`src/rtl/thermal_bit_receiver.sv`:
```
// Thermal covert-channel receiver: counts edges of a pre-divided sensor RO
// over fixed windows, thresholds each count into one bit, packs bits into frames.
module thermal_bit_receiver #(
  parameter int unsigned WINDOW_CYCLES = 1000000,
  parameter int unsigned COUNT_W       = 24,
  parameter int unsigned FRAME_BITS    = 8
) (
  input  logic                  clk,
  input  logic                  rst_n,
  input  logic                  ro_in,
  output logic                  sensor_en,
  input  logic                  start,
  input  logic                  cont,
  input  logic [COUNT_W-1:0]    thr,
  output logic [COUNT_W-1:0]    last_count,
  output logic                  count_valid,
  output logic [FRAME_BITS-1:0] frame_data,
  output logic                  frame_valid,
  input  logic                  frame_ready,
  output logic                  busy
);

  localparam int unsigned WinW = (WINDOW_CYCLES > 2) ? $clog2(WINDOW_CYCLES) : 1;
  localparam int unsigned BitW = $clog2(FRAME_BITS + 1);
  localparam logic [WinW-1:0] WinLast = WinW'(WINDOW_CYCLES - 1);
  localparam logic [BitW-1:0] BitLast = BitW'(FRAME_BITS - 1);

  typedef enum logic [1:0] {StIdle, StMeasure, StDecide, StHold} state_e;

  state_e                state_q, state_d;
  logic                  s1_q, s1_d, s2_q, s2_d, s3_q, s3_d;
  logic [WinW-1:0]       win_q, win_d;
  logic [COUNT_W-1:0]    cnt_q, cnt_d;
  logic [BitW-1:0]       bit_idx_q, bit_idx_d;
  logic [FRAME_BITS-1:0] shift_q, shift_d;
  logic [COUNT_W-1:0]    last_count_q, last_count_d;
  logic                  count_valid_q, count_valid_d;
  logic [FRAME_BITS-1:0] frame_data_q, frame_data_d;
  logic                  frame_valid_q, frame_valid_d;

  logic                  ro_edge;
  logic [COUNT_W-1:0]    cnt_base;
  logic                  dec_bit;
  logic [FRAME_BITS-1:0] shift_nxt;

  // State register with synchronous active-low reset
  always_ff @(posedge clk) begin
    if (!rst_n) begin
      state_q       <= StIdle;
      s1_q          <= 1'b0;
      s2_q          <= 1'b0;
      s3_q          <= 1'b0;
      win_q         <= '0;
      cnt_q         <= '0;
      bit_idx_q     <= '0;
      shift_q       <= '0;
      last_count_q  <= '0;
      count_valid_q <= 1'b0;
      frame_data_q  <= '0;
      frame_valid_q <= 1'b0;
    end else begin
      state_q       <= state_d;
      s1_q          <= s1_d;
      s2_q          <= s2_d;
      s3_q          <= s3_d;
      win_q         <= win_d;
      cnt_q         <= cnt_d;
      bit_idx_q     <= bit_idx_d;
      shift_q       <= shift_d;
      last_count_q  <= last_count_d;
      count_valid_q <= count_valid_d;
      frame_data_q  <= frame_data_d;
      frame_valid_q <= frame_valid_d;
    end
  end

  // Next-state logic: synchronizer, window/edge counters, decision and framing
  always_comb begin
    state_d       = state_q;
    win_d         = win_q;
    cnt_d         = cnt_q;
    bit_idx_d     = bit_idx_q;
    shift_d       = shift_q;
    last_count_d  = last_count_q;
    count_valid_d = 1'b0;
    frame_data_d  = frame_data_q;
    frame_valid_d = frame_valid_q;

    s1_d    = ro_in;
    s2_d    = s1_q;
    s3_d    = s2_q;
    ro_edge = s2_q & ~s3_q;

    // Count restarts on the first window cycle so every MEASURE cycle's edge is seen
    cnt_base  = (win_q == '0) ? '0 : cnt_q;
    dec_bit   = (cnt_q < thr);  // hot -> fewer edges -> 1
    shift_nxt = (shift_q << 1) | FRAME_BITS'(dec_bit);

    unique case (state_q)
      StIdle: begin
        if (start) begin
          state_d   = StMeasure;
          win_d     = '0;
          bit_idx_d = '0;
          shift_d   = '0;
        end
      end
      StMeasure: begin
        win_d = win_q + WinW'(1);
        if (ro_edge && (cnt_base != '1)) begin
          cnt_d = cnt_base + COUNT_W'(1);
        end else begin
          cnt_d = cnt_base;
        end
        if (win_q == WinLast) begin
          state_d = StDecide;
        end
      end
      StDecide: begin
        last_count_d  = cnt_q;
        count_valid_d = 1'b1;
        shift_d       = shift_nxt;
        bit_idx_d     = bit_idx_q + BitW'(1);
        if (bit_idx_q == BitLast) begin
          state_d       = StHold;
          frame_data_d  = shift_nxt;
          frame_valid_d = 1'b1;
        end else begin
          state_d = StMeasure;
          win_d   = '0;
        end
      end
      StHold: begin
        if (frame_ready) begin
          frame_valid_d = 1'b0;
          if (cont) begin
            state_d   = StMeasure;
            win_d     = '0;
            bit_idx_d = '0;
            shift_d   = '0;
          end else begin
            state_d = StIdle;
          end
        end
      end
      default: state_d = StIdle;
    endcase
  end

  // Outputs decoded from state and registers
  always_comb begin
    sensor_en   = (state_q == StMeasure) || (state_q == StDecide);
    busy        = (state_q != StIdle);
    last_count  = last_count_q;
    count_valid = count_valid_q;
    frame_data  = frame_data_q;
    frame_valid = frame_valid_q;
  end

endmodule
```
`config.mk`:
```
export PLATFORM = sky130hd
export DESIGN_NAME = thermal_bit_receiver
export DESIGN_NICKNAME = d
export VERILOG_FILES = /design/src/rtl/thermal_bit_receiver.sv
export SDC_FILE = /design/constraint.sdc
export NUM_CORES = 1
export LEC_CHECK = 0
export CORE_AREA = 2 2 103 105
export DETAILED_ROUTE_END_ITERATION = 8
export DIE_AREA = 0 0 105 107
export PLACE_DENSITY = 0.82
export SLEW_MARGIN = 20
export SYNTH_ARGS = -nofsm -noshare
export SYNTH_HDL_FRONTEND = slang
export SYNTH_SLANG_ARGS = --single-unit
```
`constraint.sdc`:
```
create_clock -name clk -period 2.9 [get_ports clk]
set_input_delay 0.29 -clock clk [delete_from_list [all_inputs] [get_ports clk]]
set_output_delay 0.29 -clock clk [all_outputs]
set_load 0.01 [all_outputs]
```
==> key figures, run 1 <==
Place
  – DP HPWL: between 8 and 9 mm
  – Place WS: ~0.07 ns
  – Post-Place Cells: approximately 760
  – GPL Wtd Cong: 0.8400
  – IO Port Bufs: 65

Clock network
  – # clock sinks: 94
  – Root buffer cell: clkbuf_8
  – CTS tree: yes
  – CTS Buf Count: 9
  – H-tree Lvls: 3
  – Clock transition at path regs: ~0.10 ns
  – Clock latency on the worst-skew pair: around 0.37 ns
  – CTS max path bufs: 2

Cells and area
  – Share of cells above drive strength 1: 0.1053
  – Non-Filler Instances: slightly below 800
  – Filler cell count: between 900 and 1k
  – Final net count: approximately 700
  – Ant diodes: 0
  – Area Growth Syn to Fin: 21.43%

Power and ir drop
  – Flop pwr share: 0.475
  – Peak VDD IR: 410.5 µV
  – Pwr Density: between 400 and 500 mW/mm²
  – Int Pwr: around 1.9 mW
  – Gate power share: 0.246
  – Clock share of power: 0.279
  – Leak: ~2.2 nW
  – Sw frac: 0.3273
  – Psw: ~930 µW
  – Final total power: ~2.8 mW

STA
  – Slew Limit Headroom: 0.5744
  – RSZ-0062 raised after global routing: no
  – Final Hold Viols: 0
  – Slew at the pin closest to its max-slew limit: roughly 0.62 ns
  – Max Clock Skew: between 0.01 and 0.015 ns
  – Min Hold Slack: around 0.45 ns
  – Min cycle time layout: between 2 and 3 ns
  – Slew Limit Fails: 0
  – FMAX: between 300 and 400 MHz
  – Setup Total Neg Slack: 0 ns
  – Final worst slack: 0.1294 ns
  – Final worst path period share: 0.9554
  – Endpoints failing setup: 0

GRT
  – Met2 usage: 0.3567
  – First-pass GRT wire length: 19.52 mm
  – Gr busiest metal: met2
  – Gr usage total: 0.2135
  – GR Util met3: 0.05289
  – Largest net degree at the start of global routing: 36
  – Global route total overflow: 0
  – Vias in the first global route: 4215
  – Met1 GRT Util: 0.2699
  – Antenna violations before repair: 0

Critical path
  – Critical path endpoint category: flop
  – Largest stage delay, worst path: between 0.5 and 0.6 ns
  – Crit-path most repeated cell: and3_1
  – CP cell instances: or4_4 > nand3b_4 > nor2_1 > nor2b_1 > ha_1 > and3_1 > and3_1 > buf_4 > nor3_1 > xnor2_1 > and2_1
  – Buf/Inv on CP: 1
  – Startpoint types: flop
  – Top Family by Delay on Critical Path: simple AND/OR/NAND/NOR gates
  – Launch point of the critical path: win_q[19]
  – RR Startpoint: win_q[19]
  – Critical Setup Path Class: reg2reg
  – Crit-path slowest cell: or4_4
  – Critical Path RT: between 3 and 4 ns
  – WP depth: 11
  – Worst EP arrival: about 3 ns
  – CP max FO: 6
  – FF-to-FF path depth: 11

Synth
  – Synth top area cells: dfxtp_1 (38%), ha_1 (8.1%), mux2i_1 (5.1%)
  – Synth Register Bits: between 90 and 100
  – Unique masters post-synth: 62
  – Post-synth top cells: dfxtp_1 (94), nand2_1 (51), inv_1 (36), nor2_1 (36), ha_1 (32)
  – Ys async rst share: 0
  – Post-Syn Nets: 628
  – Synth warn: 0
  – Synth area leader: dfxtp_1
  – Top cell type's share of synthesized area: 0.3801
  – Most numerous cell in the Yosys netlist: dfxtp_1
  – Syn Area/Cell: slightly below 9 µm²
  – Seq/Total Area, Yosys: 0.3801
  – Post-Synthesis Cells: 566
  – Post-synth EDFFs: 0
  – Cell Area, Synth: around 0.0050 mm²
  – Post-synth top flop: dfxtp_1

Min path
  – Worst Hold Depth: 1
  – Hold Path Class: reg2reg
  – Hold Crit Start: s1_q

Die
  – DIE AREA: 0.01124 mm²
  – I/O pins: 66
  – DIE HEIGHT: 107 µm
  – Area of the core: 0.01009 mm²
  – Die Wd: 105 µm
  – Site Rows: 37
  – Initial core utilization: 0.4906

Drt
  – Post-route antenna net violation count: 0
  – Vias per cell: roughly 5.5
  – WL final: around 12 mm
  – Via count: between 4k and 5k
  – # DRC: 0
  – Initial DRC count: between 150 and 200
  – Wirelength per Cell: around 15 µm
  – Drt first pass iters: 4

Outcome
  – Status: finished, final reports clean

Run
  – Max-capacitance violation count: 0
-- cells in the final DEF (no fill, tap or decap), drive strengths merged, types with 14 or more instances in the layout --
| cell | instances |
|---|---|
| a21boi | 14 |
| a21oi | 20 |
| and2 | 18 |
| buf | 20 |
| clkdlybuf4s50 | 65 |
| dfxtp | 94 |
| ha | 32 |
| inv | 37 |
| mux2i | 25 |
| nand2 | 66 |
| nand3 | 26 |
| nand4 | 20 |
| nor2 | 36 |
| nor2b | 24 |
| o21ai | 17 |
| xnor2 | 14 |
| xor2 | 14 |
-- cell type report --
type | instances | area, µm² | area share
flip-flops and latches | 94 | 1884 | 0.3134
repair buffers | 85 | 800.8 | 0.1332
inverters | 37 | 138.9 | 0.02310
clock buffers | 9 | 123.9 | 0.02060
multi-input cells | 414 | 2844 | 0.4730
well taps | 136 | 170.2 | 0.02830
clock inverters | 7 | 50.05 | 0.008325
-- logic make-up after synthesis --
kind of cell    synth area share
xor+xnor                 0.04953
simple gates              0.2760
compound gates            0.1122
mux                      0.05054
flops                     0.3801
fa+ha+maj                0.08087
buf+inv                  0.05079
-- registers in the layout (all words and copies together), names as in the netlist --
| register | cells |
|---|---|
| cnt_q | 24 |
| frame_data | 8 |
| last_count | 24 |
| win_q | 20 |
| frame_valid | 1 |
| s1_q | 1 |
| count_valid | 1 |
| s3_q | 1 |
| s2_q | 1 |
| shift_q | 7 |
| state_q | 2 |
| bit_idx_q | 4 |
-- layer usage --
metal  up-vias  share of wire
met5         -              0
met4         0          0.013
met3        12          0.058
met2       142           0.47
met1      2016           0.46
li1       2120              -
-- path summary, 6_finish.rpt --
| kind | end | slack (ns) |
|---|---|---|
| worst max-delay path | cnt_q[4] | 0.13 |
| worst min-delay path | s2_q | 0.45 |
| worst max register to register | cnt_q[4] | 0.13 |
| worst min register to register | s2_q | 0.45 |
-- repair_timing --
action	in CTS	in global routing
endpoints found under the setup margin	0	12
buffers inserted	0	4
hold buffers	0	0
resized for setup	0	6
-- through the flow --
step	util	instance area (µm²)
6_report	0.5957	6012
5_1_grt	0.5957	6012
2_1_floorplan	-	4951
3_3_place_gp	0.5729	5782
4_1_cts	0.5901	5956
3_5_place_dp	0.5729	5782
-- power by group through the flow --
stage	combinational [mW]	clock (mW)	sequential, mW
floorplan	0.503	0	1.37
global placement	0.676	0	1.37
detailed placement	0.691	0	1.38
CTS	0.697	0.808	1.35
global route	0.761	0.869	1.35
finish	0.698	0.793	1.35
Power figures use the tool's default switching activity.
==> run 2: changes to the inputs <==
--- a/config.mk
+++ b/config.mk
@@ -8,7 +8,7 @@
 export CORE_AREA = 2 2 103 105
 export DETAILED_ROUTE_END_ITERATION = 8
 export DIE_AREA = 0 0 105 107
-export PLACE_DENSITY = 0.82
+export PLACE_DENSITY = 0.75
 export SLEW_MARGIN = 20
 export SYNTH_ARGS = -nofsm -noshare
 export SYNTH_HDL_FRONTEND = slang
==> run 2 against run 1 <==
Compared with the run above:
- clock skew down 0.0022 ns
- via count down 2.1%
- clock power up 34%
- non-clock buffer count down 2
- combinational power about the same
- register-to-register slack better by 0.06 ns
- design area up 1.0%
- die area unchanged
- sequential share of layout area down 0.32 points
- largest cell class unchanged
==> key figures, run 2 (synthesized netlist as in run 1, its figures left out) <==
Die
  – DIE AREA: 0.01124 mm² (unchanged)
  – Initial core utilization: 0.4906 (unchanged)
  – DIE HEIGHT: 107 µm (unchanged)
  – I/O pins: 66 (unchanged)
  – Area of the core: 0.01009 mm² (unchanged)
  – Die Wd: 105 µm (unchanged)
  – Site Rows: 37 (unchanged)

Cells and area
  – Commonest cells after routing, fill and taps aside: dfxtp_1 (92), clkdlybuf4s50_1 (65), nand2_1 (51), inv_1 (36), nor2_1 (35)
  – Multi-input gate area: 0.002850 mm² (+0.22%)
  – Ant diodes: 0 (unchanged)
  – Final net count: 701 (-0.28%)
  – Share of cells above drive strength 1: 0.1087 (+0.003432)
  – Reg area: 0.001884 mm² (unchanged)
  – Filler cell count: 911 (-1.6%)
  – Non-Filler Instances: 780 (-0.26%)
  – Area Growth Syn to Fin: 22.67%
  – Commonest non-fill, non-tap cell in the layout: dfxtp_1

Drt
  – Drt first pass iters: 4 (unchanged)
  – Post-route antenna net violation count: 0 (unchanged)
  – Initial DRC count: 144 (-22%)
  – # DRC: 0 (unchanged)
  – Wirelength per Cell: 14.69 µm (-2.4%)
  – WL final: 11.46 mm (-2.6%)
  – Via count: 4200 (-2.1%)
  – Vias per cell: 5.385 (-1.8%)

STA
  – Max Clock Skew: 0.01073 ns (-0.002179 ns)
  – Endpoints failing setup: 0 (unchanged)
  – Final worst slack: 0.1930 ns (+0.06355 ns)
  – Slew at the pin closest to its max-slew limit: 0.5285 ns (-0.09388 ns)
  – FMAX: 369.4 MHz (+2.3%)
  – Setup Total Neg Slack: 0 ns (unchanged)
  – RSZ-0062 raised after global routing: no
  – Final worst path period share: 0.9335 (-0.02191)
  – Min cycle time layout: 2.707 ns (-0.06355 ns)
  – Slew Limit Fails: 0 (unchanged)
  – Final Hold Viols: 0 (unchanged)
  – Slew Limit Headroom: 0.6386 (+0.06420)

Clock network
  – CTS Buf Count: 9 (unchanged)
  – Root buffer cell: clkbuf_8
  – Clock latency on the worst-skew pair: 0.38 ns (about the same)
  – Post-CTS Hold Buffers: 0 (unchanged)
  – CTS max path bufs: 2 (unchanged)
  – CTS tree: yes
  – # clock sinks: 94 (unchanged)
  – Clock transition at path regs: 0.09 ns (about the same)
  – H-tree Lvls: 3 (unchanged)

Min path
  – Hold Path Class: reg2reg

Place
  – GPL Wtd Cong: 0.8433 (+0.39%)
  – Place WS: 0.03026 ns (-0.03864 ns)
  – Post-Place Cells: 762 (unchanged)
  – DP HPWL: 8.322 mm (-3.3%)
  – IO Port Bufs: 65 (unchanged)

GRT
  – First-pass GRT wire length: 19.19 mm (-1.7%)
  – Largest net degree at the start of global routing: 64 (+78%)
  – Vias in the first global route: 4103 (-2.7%)
  – Antenna violations before repair: 0 (unchanged)
  – Gr usage total: 0.2106 (-0.002862)
  – Global route total overflow: 0 (unchanged)

Outcome
  – Status: finished, final reports clean

Critical path
  – Critical Path RT: 3.18 ns (about the same)
  – Startpoint types: flop
  – Worst EP arrival: 2.99 ns (-0.06 ns)
  – CP max FO: 12 (+6)
  – Critical path endpoint category: flop
  – Critical Setup Path Class: reg2reg

Power and ir drop
  – Pwr Density: 511.2 mW/mm² (+8.2%)
  – Leak: 2.270 nW (+1.0%)
  – Peak VDD IR: 383.5 µV (-6.6%)

Run
  – Max-capacitance violation count: 0 (unchanged)
run 2: power by group:
part           total [mW]  leakage [nW]  internal, mW  switching, mW
Combinational       0.698          1.39         0.281          0.417
Clock                1.06         0.120         0.577          0.482
Sequential           1.35         0.759          1.32         0.0307
Total                3.10          2.27          2.18          0.930
run 2: final cells by class:
class | count | area share
Clock inverter | 7 | 0.01978
Clock buffer | 9 | 0.02040
Sequential cell | 94 | 0.3103
Tap cell | 136 | 0.02802
Inverter | 37 | 0.02287
Timing Repair Buffer | 83 | 0.1294
Multi-Input combinational cell | 414 | 0.4693
run 2: worst max-delay path, cell delays in order (launching register included):
cell and delay (ns):
dfxtp_1 0.35, or4_4 0.54, nand3b_4 0.20, nor2_4 0.14
nor2b_1 0.07, ha_2 0.19, and3_4 0.18, and3_2 0.27
nor3_2 0.18, buf_4 0.21, a31oi_1 0.10, o21a_1 0.18
run 2: repair_timing:
item | 4_1_cts | 5_1_grt
setup buffers | 0 | 2
endpoints found under the setup margin | 0 | 16
resized for setup | 0 | 10
run 2: metal layers:
metal / vias to the layer above / wire (µm) / track usage
met5: - / 0 / 0
met4: 0 / 217 / 0.08095
met1: 1958 / 5376 / 0.2668
met3: 18 / 530 / 0.04316
met2: 97 / 5336 / 0.3530
li1: 2127 / - / -
run 2: through the flow:
step	hold WS, ns	area, µm²	total power, mW	utilization
floorplan	0.4119	4951	1.873	-
global placement	0.4273	5782	2.051	0.5729
detailed placement	0.4275	5782	2.065	0.5729
CTS	0.4491	6026	3.115	0.5971
global route	0.4517	6073	3.241	0.6018
finish	0.4443	6073	3.105	0.6018
run 2: worst paths after layout:
check,cells past startpoint,slack [ns],startpoint,to
min reg2reg,1,0.44,s1_q,s2_q
max reg2reg,11,0.19,win_q[19],cnt_q[23]
min,1,0.44,s1_q,s2_q
max,11,0.19,win_q[19],cnt_q[23]
==> run 3: changes to the inputs <==
--- a/config.mk
+++ b/config.mk
@@ -8,6 +8,7 @@
 export CORE_AREA = 2 2 103 105
 export DETAILED_ROUTE_END_ITERATION = 8
 export DIE_AREA = 0 0 105 107
+export GPL_TIMING_DRIVEN = 0
 export PLACE_DENSITY = 0.75
 export SLEW_MARGIN = 20
 export SYNTH_ARGS = -nofsm -noshare
==> run 3 against run 2 <==
Compared with the run above:
- hold slack worse by 0.034 ns
- register-to-register slack worse by 0.14 ns
- sequential share of layout area about the same
- critical path depth is 1 higher
- count of clock-buffer cells in the layout is the same
- largest cell class unchanged
==> key figures, run 3 (synthesized netlist as in run 1, its figures left out) <==
Critical path
  – Critical path endpoint category: flop
  – Worst EP arrival: 3.16 ns (+0.17 ns)
  – Crit-path slowest cell: or4_4
  – Top Family by Delay on Critical Path: simple AND/OR/NAND/NOR gates
  – Critical Setup Path Class: reg2reg
  – Startpoint types: flop
  – Buf/Inv on CP: 2 (+1)
  – WP depth: 12 (+1)
  – CP cell instances: or4_4 > nand3b_4 > nor2_4 > nor2b_1 > ha_1 > and3_2 > and3_1 > buf_4 > nor3_4 > buf_2 > and3b_1 > o21a_1
  – FF-to-FF path depth: 12 (+1)
  – Largest stage delay, worst path: 0.54 ns (about the same)
  – Critical Path RT: 3.21 ns (+0.03 ns)
  – CP max FO: 10 (-2)

Cells and area
  – Post-route cell area: 0.006068 mm² (about the same)
  – Area Growth Syn to Fin: 22.57% (about the same)
  – Ant diodes: 0 (unchanged)
  – Non-Filler Instances: 788 (+1.0%)
  – Share of cells above drive strength 1: 0.09049 (-0.01820)
  – Commonest non-fill, non-tap cell in the layout: dfxtp_1
  – Final net count: 709 (+1.1%)
  – Filler cell count: 914 (+0.33%)
  – Commonest cells after routing, fill and taps aside: dfxtp_1 (93), clkdlybuf4s50_1 (64), nand2_1 (51), inv_1 (36), nor2_1 (35)

STA
  – Final Hold Viols: 0 (unchanged)
  – FMAX: 351.0 MHz (-5.0%)
  – Endpoints failing setup: 0 (unchanged)
  – Slew at the pin closest to its max-slew limit: 1.036 ns (+0.5072 ns)
  – Max Clock Skew: 0.01823 ns (+0.007494 ns)
  – Slew Limit Headroom: 0.3054 (-0.3332)
  – Slew Limit Fails: 0 (unchanged)
  – Setup Total Neg Slack: 0 ns (unchanged)
  – Min cycle time layout: 2.849 ns (+0.1418 ns)
  – Final worst path period share: 0.9824 (+0.04890)

Clock network
  – H-tree Lvls: 3 (unchanged)
  – Clock latency on the worst-skew pair: 0.38 ns (about the same)
  – CTS tree: yes
  – # clock sinks: 94 (unchanged)
  – Root buffer cell: clkbuf_8
  – CTS Buf Count: 9 (unchanged)
  – CTS max path bufs: 2 (unchanged)
  – Clock transition at path regs: 0.11 ns (+0.02 ns)

Drt
  – DR WL met3: 751 µm (+42%)
  – Post-route antenna net violation count: 0 (unchanged)
  – Met2 WL: 5.677 mm (+6.4%)
  – Wirelength per Cell: 15.43 µm (+5.0%)
  – Met1 Routed Length: 5.549 mm (+3.2%)
  – # DRC: 0 (unchanged)
  – Initial DRC count: 168 (+17%)
  – Vias per cell: 5.489 (+1.9%)
  – WL final: 12.16 mm (+6.1%)
  – Drt first pass iters: 6 (+2)
  – Via count: 4325 (+3.0%)
  – Uppermost layer routed: met4

Place
  – Post-Place Cells: 766 (+0.52%)
  – DP HPWL: 8.705 mm (+4.6%)
  – GPL Wtd Cong: 0.8894 (+5.5%)
  – Area after DPL: 0.005762 mm² (-0.35%)
  – IO Port Bufs: 64 (-1.5%)

Die
  – Initial core utilization: 0.4906 (unchanged)
  – Area of the core: 0.01009 mm² (unchanged)
  – Die Wd: 105 µm (unchanged)
  – DIE AREA: 0.01124 mm² (unchanged)
  – Site Rows: 37 (unchanged)
  – DIE HEIGHT: 107 µm (unchanged)
  – I/O pins: 66 (unchanged)

Power and ir drop
  – Sw frac: 0.3147 (+0.01531)
  – Final total power: 3.085 mW (-0.65%)
  – Peak VDD IR: 503.0 µV (+31%)
  – Clock share of power: 0.318 (-0.023)
  – Gate power share: 0.246 (+0.021)
  – Flop pwr share: 0.437 (+0.003)
  – Int Pwr: 2.114 mW (-2.8%)
  – Psw: 970.8 µW (+4.4%)
  – Pwr Density: 508.3 mW/mm² (-0.56%)
  – Leak: 2.258 nW (-0.51%)

GRT
  – Largest net degree at the start of global routing: 17 (-73%)
  – Vias in the first global route: 4272 (+4.1%)
  – Antenna violations before repair: 0 (unchanged)
  – Global route total overflow: 0 (unchanged)
  – First-pass GRT wire length: 20.02 mm (+4.4%)
  – Gr usage total: 0.2182 (+0.007623)

Min path
  – Hold Path Class: in2reg
  – Worst Hold Depth: 3 (+2)

Run
  – Max-capacitance violation count: 0 (unchanged)

Outcome
  – Status: finished, final reports clean
## run 3: metal layers
layer / GRT usage / up-vias
li1: - / 2147
met1: 0.2882 / 2019
met2: 0.3692 / 142
met3: 0.04316 / 17
met4: 0.04952 / 0
met5: 0 / -
## run 3: power groups by stage
| stage | logic, mW | registers [mW] | clock network, mW |
|---|---|---|---|
| after global routing | 0.820 | 1.35 | 1.05 |
| final | 0.758 | 1.35 | 0.980 |
| after global placement | 0.711 | 1.37 | 0 |
| after detailed placement | 0.725 | 1.38 | 0 |
| after CTS | 0.750 | 1.35 | 0.998 |
| after floorplan | 0.503 | 1.37 | 0 |
## run 3: layout make-up
cell class | instances | area (µm²) | area share
multi-input combinational | 414 | 2855 | 0.4705
buffer | 21 | 116.4 | 0.01918
tap | 136 | 170.2 | 0.02804
clock inverter | 7 | 97.59 | 0.01608
clock buffer | 9 | 123.9 | 0.02041
inverter | 37 | 138.9 | 0.02289
timing repair buffer | 70 | 683.2 | 0.1126
sequential | 94 | 1883 | 0.3103
## run 3: final timing paths
check | start | endpoint | slack (ns)
max reg2reg | win_q[19] | cnt_q[7] | 0.05
min | rst_n | cnt_q[14] | 0.41
max | win_q[19] | cnt_q[7] | 0.05
min reg2reg | s1_q | s2_q | 0.44
## run 3: what timing repair did
action / CTS / global route
buffers inserted: 2 / 3
endpoints found under the hold margin: 0 / 0
cloned: 0 / 1
resized for setup: 6 / 4
endpoints found under the setup margin: 15 / 16
pin swaps: 1 / 3
hold buffers: 0 / 0
## run 3: metrics by stage
| step | util | setup WS, ns | hold slack [ns] |
|---|---|---|---|
| after detailed placement | 0.5709 | -0.3675 | 0.4206 |
| after CTS | 0.5972 | 0.01355 | 0.4113 |
| after global placement | 0.5709 | -0.3279 | 0.4142 |
| after global routing | 0.6013 | -0.03813 | 0.4573 |
| final | 0.6013 | 0.05115 | 0.4103 |
| after floorplan | - | 0.1144 | 0.4119 |
## run 3: tightest hold or removal path: cells and delay by family
family	cells	cell delay [ns]
and+or+nand+nor	1	0.15
buffers and inverters	1	0.25
muxes	1	0.06
